===== src/rtl/conv_pkg.sv =====
// Shared types and defaults for the feature-map engines; the pool sweep
// adds its state enum, firing threshold and leak magnitude here.
package conv_pkg;

    localparam int DEFAULT_BITS_PER_COORDINATE_IN = 8;
    localparam int DEFAULT_OUT_CHANNELS           = 2;
    localparam int DEFAULT_BITS_PER_NEURON        = 8;
    localparam int DEFAULT_IMG_WIDTH              = 2;
    localparam int DEFAULT_IMG_HEIGHT             = 2;
    localparam int DEFAULT_POOL_THRESHOLD         = 10;
    localparam int DEFAULT_POOL_DECAY             = 2;

    typedef struct packed {
        logic [DEFAULT_BITS_PER_COORDINATE_IN-1:0] x;
        logic [DEFAULT_BITS_PER_COORDINATE_IN-1:0] y;
    } vec2_t;

    // Channel c occupies slice [c] of the packed word.
    typedef logic [DEFAULT_OUT_CHANNELS-1:0][DEFAULT_BITS_PER_NEURON-1:0] fm_array_t;

    typedef enum logic [2:0] {
        POOL_IDLE  = 3'd0,
        POOL_READ  = 3'd1,
        POOL_WAIT  = 3'd2,
        POOL_WRITE = 3'd3,
        POOL_EMIT  = 3'd4,
        POOL_DONE  = 3'd5
    } pool_state_t;

    function automatic logic [5:0] popcount32(input logic [31:0] v);
        logic [5:0] n;
        n = 6'd0;
        for (int i = 0; i < 32; i++) begin
            n = n + {5'd0, v[i]};
        end
        return n;
    endfunction

endpackage


===== src/rtl/pool_sweep_neuron_update.sv =====
// pool_neuron_update: combinational leak/threshold for one signed channel.
// Evaluated one bit wider than the state so the leak can never wrap.
module pool_neuron_update
    import conv_pkg::*;
#(
    parameter int BITS      = DEFAULT_BITS_PER_NEURON,
    parameter int THRESHOLD = DEFAULT_POOL_THRESHOLD,
    parameter int DECAY     = DEFAULT_POOL_DECAY
) (
    input  logic [BITS-1:0] state_i,
    output logic [BITS-1:0] state_o,
    output logic            fire_o
);

    localparam logic signed [BITS:0] THR_EXT  = (BITS+1)'(THRESHOLD);
    localparam logic signed [BITS:0] DEC_EXT  = (BITS+1)'(DECAY);
    localparam logic signed [BITS:0] ZERO_EXT = (BITS+1)'(0);

    logic signed [BITS:0] s_ext_s;
    logic signed [BITS:0] dec_sum_s;
    logic signed [BITS:0] inc_sum_s;

    // Fire at or above threshold, otherwise leak toward zero without crossing it.
    always_comb begin
        s_ext_s   = signed'({state_i[BITS-1], state_i});
        dec_sum_s = s_ext_s - DEC_EXT;
        inc_sum_s = s_ext_s + DEC_EXT;
        fire_o    = 1'b0;
        state_o   = '0;
        if (s_ext_s >= THR_EXT) begin
            fire_o  = 1'b1;
            state_o = '0;
        end else if (s_ext_s > ZERO_EXT) begin
            if (dec_sum_s < ZERO_EXT) begin
                state_o = '0;
            end else begin
                state_o = dec_sum_s[BITS-1:0];
            end
        end else if (s_ext_s < ZERO_EXT) begin
            if (inc_sum_s > ZERO_EXT) begin
                state_o = '0;
            end else begin
                state_o = inc_sum_s[BITS-1:0];
            end
        end else begin
            state_o = '0;
        end
    end

endmodule


===== src/rtl/pool_sweep.sv =====
// pool_sweep: walks the feature-map grid through the arbiter pool ports,
// applies leak/threshold per channel, writes back and emits spike events.
// Optional POOL_SWEEP_STATS_EN adds a saturating spike_count output.
module pool_sweep
    import conv_pkg::*;
#(
    parameter int COORD_BITS       = DEFAULT_BITS_PER_COORDINATE_IN,
    parameter int CHANNELS         = DEFAULT_OUT_CHANNELS,
    parameter int BITS_PER_CHANNEL = DEFAULT_BITS_PER_NEURON,
    parameter int IMG_WIDTH        = DEFAULT_IMG_WIDTH,
    parameter int IMG_HEIGHT       = DEFAULT_IMG_HEIGHT,
    parameter int THRESHOLD        = DEFAULT_POOL_THRESHOLD,
    parameter int DECAY            = DEFAULT_POOL_DECAY
) (
    input  logic                clk,
    input  logic                rst_n,
    input  logic                start,
    output logic                busy,
    output logic                done,
    output logic                read_req,
    output vec2_t               coord_get,
    input  logic                read_ready,
    input  fm_array_t           data_out,
    output logic                write_req,
    output vec2_t               coord_wtr,
    output fm_array_t           data_in,
    input  logic                write_ready,
    output logic                spike_valid,
    input  logic                spike_ready,
    output vec2_t               spike_coord,
    output logic [CHANNELS-1:0] spike_vec
`ifdef POOL_SWEEP_STATS_EN
    ,
    output logic [31:0]         spike_count
`endif
);

    localparam logic [COORD_BITS-1:0] X_LAST    = COORD_BITS'(IMG_WIDTH - 1);
    localparam logic [COORD_BITS-1:0] Y_LAST    = COORD_BITS'(IMG_HEIGHT - 1);
    localparam logic [COORD_BITS-1:0] COORD_ONE = COORD_BITS'(1);

    pool_state_t state_q, state_d, adv_state_s;
    logic [COORD_BITS-1:0] x_q, x_d, y_q, y_d, adv_x_s, adv_y_s;
    logic [CHANNELS-1:0][BITS_PER_CHANNEL-1:0] upd_s, upd_q, upd_d;
    logic [CHANNELS-1:0] fire_s, fire_q, fire_d;

    logic                busy_q, done_q, read_req_q, write_req_q, spike_valid_q;
    logic [CHANNELS-1:0] spike_vec_q;
    vec2_t               coord_s;

    for (genvar c = 0; c < CHANNELS; c++) begin : g_chan
        pool_neuron_update #(
            .BITS      (BITS_PER_CHANNEL),
            .THRESHOLD (THRESHOLD),
            .DECAY     (DECAY)
        ) u_update (
            .state_i (data_out[c]),
            .state_o (upd_s[c]),
            .fire_o  (fire_s[c])
        );
    end

    // Next coordinate in raster order, or DONE after the last one.
    always_comb begin
        adv_x_s     = x_q + COORD_ONE;
        adv_y_s     = y_q;
        adv_state_s = POOL_READ;
        if (x_q == X_LAST) begin
            if (y_q == Y_LAST) begin
                adv_x_s     = x_q;
                adv_y_s     = y_q;
                adv_state_s = POOL_DONE;
            end else begin
                adv_x_s     = '0;
                adv_y_s     = y_q + COORD_ONE;
                adv_state_s = POOL_READ;
            end
        end else begin
            adv_state_s = POOL_READ;
        end
    end

    // Sweep sequencing: next state, coordinate and captured update.
    always_comb begin
        state_d = state_q;
        x_d     = x_q;
        y_d     = y_q;
        upd_d   = upd_q;
        fire_d  = fire_q;
        case (state_q)
            POOL_IDLE: begin
                if (start) begin
                    x_d     = '0;
                    y_d     = '0;
                    state_d = POOL_READ;
                end else begin
                    state_d = POOL_IDLE;
                end
            end
            POOL_READ: begin
                if (read_ready) begin
                    state_d = POOL_WAIT;
                end else begin
                    state_d = POOL_READ;
                end
            end
            POOL_WAIT: begin
                upd_d   = upd_s;
                fire_d  = fire_s;
                state_d = POOL_WRITE;
            end
            POOL_WRITE: begin
                if (!write_ready) begin
                    state_d = POOL_WRITE;
                end else if (|fire_q) begin
                    state_d = POOL_EMIT;
                end else begin
                    state_d = adv_state_s;
                    x_d     = adv_x_s;
                    y_d     = adv_y_s;
                end
            end
            POOL_EMIT: begin
                if (spike_ready) begin
                    state_d = adv_state_s;
                    x_d     = adv_x_s;
                    y_d     = adv_y_s;
                end else begin
                    state_d = POOL_EMIT;
                end
            end
            POOL_DONE: begin
                state_d = POOL_IDLE;
            end
            default: begin
                state_d = POOL_IDLE;
            end
        endcase
    end

    // State, coordinate and datapath registers.
    always_ff @(posedge clk or negedge rst_n) begin
        if (!rst_n) begin
            state_q <= POOL_IDLE;
            x_q     <= '0;
            y_q     <= '0;
            upd_q   <= '0;
            fire_q  <= '0;
        end else begin
            state_q <= state_d;
            x_q     <= x_d;
            y_q     <= y_d;
            upd_q   <= upd_d;
            fire_q  <= fire_d;
        end
    end

    // Handshake outputs are decoded from the next state so they flop with it.
    always_ff @(posedge clk or negedge rst_n) begin
        if (!rst_n) begin
            busy_q        <= 1'b0;
            done_q        <= 1'b0;
            read_req_q    <= 1'b0;
            write_req_q   <= 1'b0;
            spike_valid_q <= 1'b0;
            spike_vec_q   <= '0;
        end else begin
            busy_q        <= (state_d inside {POOL_READ, POOL_WAIT, POOL_WRITE, POOL_EMIT});
            done_q        <= (state_d == POOL_DONE);
            read_req_q    <= (state_d == POOL_READ);
            write_req_q   <= (state_d == POOL_WRITE);
            spike_valid_q <= (state_d == POOL_EMIT);
            spike_vec_q   <= (state_d == POOL_EMIT) ? fire_d : '0;
        end
    end

    assign coord_s.x   = x_q;
    assign coord_s.y   = y_q;
    assign busy        = busy_q;
    assign done        = done_q;
    assign read_req    = read_req_q;
    assign write_req   = write_req_q;
    assign spike_valid = spike_valid_q;
    assign spike_vec   = spike_vec_q;
    assign coord_get   = coord_s;
    assign coord_wtr   = coord_s;
    assign spike_coord = coord_s;
    assign data_in     = upd_q;

`ifdef POOL_SWEEP_STATS_EN
    logic [31:0] spike_count_q, spike_count_d;
    logic [32:0] count_sum_s;

    // Saturating count of fired channels, cleared when a sweep is accepted.
    always_comb begin
        count_sum_s   = {1'b0, spike_count_q} + {27'd0, popcount32(32'(spike_vec_q))};
        spike_count_d = spike_count_q;
        if ((state_q == POOL_IDLE) && start) begin
            spike_count_d = '0;
        end else if ((state_q == POOL_EMIT) && spike_ready) begin
            spike_count_d = count_sum_s[32] ? 32'hFFFF_FFFF : count_sum_s[31:0];
        end else begin
            spike_count_d = spike_count_q;
        end
    end

    // Spike counter register.
    always_ff @(posedge clk or negedge rst_n) begin
        if (!rst_n) begin
            spike_count_q <= '0;
        end else begin
            spike_count_q <= spike_count_d;
        end
    end

    assign spike_count = spike_count_q;
`endif

endmodule


===== config.mk =====
export PLATFORM = sky130hd
export DESIGN_NAME = pool_sweep
export DESIGN_NICKNAME = d
export VERILOG_FILES = /design/src/rtl/conv_pkg.sv /design/src/rtl/pool_sweep_neuron_update.sv /design/src/rtl/pool_sweep.sv
export SDC_FILE = /design/constraint.sdc
export NUM_CORES = 1
export LEC_CHECK = 0
export ABC_AREA = 1
export CORE_MARGIN = 4
export CORE_UTILIZATION = 65
export CTS_BUF_LIST = sky130_fd_sc_hd__clkbuf_4 sky130_fd_sc_hd__clkbuf_8
export DETAILED_ROUTE_END_ITERATION = 8
export DONT_BUFFER_PORTS = 1
export PLACE_DENSITY = 0.81
export SYNTH_ARGS = -nofsm -noshare
export SYNTH_HDL_FRONTEND = slang
export SYNTH_SLANG_ARGS = --single-unit

===== constraint.sdc =====
create_clock -name clk -period 2.63 [get_ports clk]
set_clock_uncertainty 0.2 [all_clocks]
set_input_delay 0.1315 -clock clk [delete_from_list [all_inputs] [get_ports clk]]
set_output_delay 0.1315 -clock clk [all_outputs]
set_load 0.01 [all_outputs]

==> out/summary.md <==
At the end of routability-driven placement, the weighted congestion stood at 0.8691. When the netlist entered floorplanning its net count stood at 451. The half-perimeter wire length after placement was 4706 um; the fraction of final layout cells sized beyond drive strength 1 was 11.43%. The run gives 0.4764 mV as the worst supply voltage drop on vdd. The signal on the critical path passes through buf_4 > inv_1 > ha_1 > nand4_1 > nor2_8 > nand2_1 > nand2_1 > nand3_1 > a21oi_1 > dlygate4sd3_1. The power density relative to cell area was 824.3 nW/um^2. The die is 77.30 um tall.

Hold timing on the final database bottoms out at a slack of 0.005744 ns. The run gives 2659 as the number of global-route vias before repair. Measured along the x axis, the die boundary spans 77.30 um. The smallest clock period supported by the final layout is computed as 2.389 ns.

The final number of max-transition violations was 0; the static leakage power was 1.686 nW. At the pin with the least slew margin, the transition time is 0.4558 ns. The area growth from synthesis to layout is 5.732%. The average cell area after synthesis was 7.415 um^2; the final critical-path share of the clock period was 90.85%. The post-synthesis sequential element count came out at 44.

Across the run, the number of max-cap violations was 0. The tools report the relative slew slack as 69.61%. 93 I/O pins were placed.

In the routed layout, each cell is associated on average with a via count of 5.430. TritonCTS built the clock tree. For this run the aggregate overflow at the end of global routing stands at 0.

The number of nets in the layout was 449; the flop-to-flop setup slack was 0.24 ns. The tools report the CTS root buffer as sky130_fd_sc_hd__clkbuf_8. The largest single stage delay on the critical path is 0.58 ns. STA puts the critical path data required time at 2.66 ns. The run finished with clean final reports. The logs give 418.5 MHz for the maximum operating frequency and 0 ns for the setup TNS after final layout. The routed design has 6591 um of wire. The clock reaches the later pin of the worst-skew pair after 0.29 ns.

The run gives 35 as the number of distinct standard cells referenced by the synthesized netlist. Slowest cell on the critical path: sky130_fd_sc_hd__dlygate4sd3_1. The tools report the total internal power as 0.001454 W. The tools report the total setup violations reported at the end of the flow as 0.

Synthesis produced a netlist whose cell count is 421. In this run, the number of DRC markers left after iteration 0 of detailed routing was 68. The first global-routing pass estimated 11990 um of wire.

Counting instances, the worst hold path has a depth of 6. The cell area that synthesis handed to floorplanning was 3122 um^2. Measured on the finished design, the core utilization comes to 73.28%. Summing internal, switching and leakage power gives 0.002721 W.

For this run, design rule violations remaining after detail routing come to 0. After clock tree synthesis, the clock-pin slew on the worst setup and hold paths is 0.08 ns. The worst register-to-register path has a depth of 10. The kind of launch point of the worst setup path was a flip-flop. Dividing the detail-routed wire length by the instance count gives 13.96 um. The logs give 5975 um^2 for the die footprint and 0 for the initial antenna violation count.

Once the floorplan was initialized, standard cells occupied 69.31% of the core. Per report_power, the combinational group accounts for 42.2% of the total. Of all nets on the critical path, the largest fanout is 6.

The post-synthesis sequential area ratio was 35.27%. The remaining antenna violation count after routing was 0; the area of the placeable core was 4504 um^2. In this run, CTS created clock tree buffers numbering 5.

For this run, the number of Yosys warnings is 0. Summed over all nets, the switching power comes to 0.001267 W. The tools report the total number of clock tree sinks as 44.

Counting stages on the worst path, the most repeated cell is sky130_fd_sc_hd__nand2_1. Entering global routing, the biggest net connects 45 pins. Global routing used 24.03% of the available tracks across all layers. The cell row count was 24. The tools report the number of antenna cells inserted as 0. Setup repair after global routing left no endpoint under its margin. In this run, the clock network consumes 15.2% of the power.

In the layout the commonest cells are sky130_fd_sc_hd__nand2_1, sky130_fd_sc_hd__inv_1, sky130_fd_sc_hd__dfrtp_1, sky130_fd_sc_hd__nor2_1, sky130_fd_sc_hd__nand3_1. Data arrives at the worst endpoint at 2.42 ns. The library cell used most frequently in the layout, excluding fill and tap cells, is sky130_fd_sc_hd__nand2_1.

Worst setup path category: flip-flop to flip-flop. Net switching is 46.57% of the power. The longest clock path from root to sink contains 2 buffers. For the length of the first detailed-routing pass in iterations, the log shows 4.

Endpoint type of the worst setup path: a flip-flop. The min-delay analysis places its worst path in the category input port to flip-flop. The total via count after detailed routing is 2563, and the power share of the sequential group is 42.6%. CTS built an H-tree with a depth of 2.

The run gives 0 as the number of failing hold endpoints at the final stage. The count of buffers added on input and output ports is 0.
timing repair:
item,4_1_cts,5_1_grt
setup buffers,0,0
resized for setup,0,8
hold buffers,26,0
setup endpoints to repair,0,2
hold endpoints to repair,65,0
per-layer routing:
layer	wire [um]	global-route usage [%]
met4	27	4.270
met1	2778	29.64
met2	3365	42.06
met5	0	0
met3	420	7.143
cell families (layout without fill, tap and decap cells):
kind of cell | count (synthesis) | after routing | synth area share, %
AND/OR/NAND/NOR | 210 | 210 | 32.02
buffers and inverters | 96 | 95 | 16.07
AO/OA/AOI/OAI | 52 | 52 | 10.34
flip-flops | 44 | 44 | 35.27
XOR/XNOR | 11 | 11 | 3.086
adder cells (fa/ha/maj) | 8 | 8 | 3.207
Yosys cell counts (all sizes together):
cell type    n  area (um^2)
o211ai       1        7.510
nand3b       1        7.510
inv         58        217.7
nor3        11        66.32
nand4        5        31.28
o21a         2        15.01
o31ai        5        37.54
nor4         1        6.260
o21bai       3        22.52
buf         38        284.0
nand3       34        187.7
a21oi       15        86.34
ha           8        100.1
nand2      118        475.5
dfrtp       44         1101
o22ai        1        6.260
xor2         8        70.07
o21ai       25        147.6
nor2        40        225.2
xnor2        3        26.28
final cells by class:
cell class              instances  area (um^2)
clock buffers                   5        68.82
clock inverters                 3        18.77
fillers                       345         1204
inverters                      58        217.7
multi-input cells             281         1528
flip-flops and latches         44         1102
well taps                      52        65.06
repair buffers                 29        300.3
final timing paths:
| check | endpoint | from |
|---|---|---|
| worst max-delay path | done | x_q[1] |
| worst min-delay path | data_in[5] | data_out[5] |
| worst max register to register | done | x_q[1] |
| worst min register to register | fire_q[1] | fire_q[1] |
| min in group asynchronous | x_q[7] | rst_n |
| max in group asynchronous | x_q[0] | rst_n |
per-stage QoR:
| stage | setup slack [ns] | instance area [um^2] | instances |
|---|---|---|---|
| finish | 0.2406 | 3301 | 472 |
| global route | 0.04164 | 3301 | 472 |
| CTS | 0.1381 | 3283 | 472 |
| detailed placement | 0.5248 | 2925 | 438 |
| global placement | 0.5625 | 2925 | 438 |
| floorplan | 0.7162 | 3122 | 421 |
sequential cells by signal, summed over array words and instances, names as in the netlist:
name,cells
busy,1
data_in,16
done,1
fire_q,2
read_req,1
spike_valid,1
spike_vec,2
state_q,3
write_req,1
x_q,8
y_q,8
critical path, delay by kind of cell, from the launching register on:
kind                     cells  cell delay [ns]
buffers and inverters        3             0.83
AND/OR/NAND/NOR              5             0.63
flip-flops                   1             0.37
AO/OA/AOI/OAI                1             0.17
adder cells (fa/ha/maj)      1             0.13
power groups by stage:
stage               Combinational, W  Clock, W  Sequential [W]
floorplan                    0.00105         0         0.00111
global placement             0.00104         0         0.00117
detailed placement           0.00108         0         0.00118
CTS                          0.00114  0.000426         0.00117
global route                 0.00131  0.000459         0.00120
finish                       0.00115  0.000413         0.00116
No activity file was read; power rests on OpenSTA's default activity.
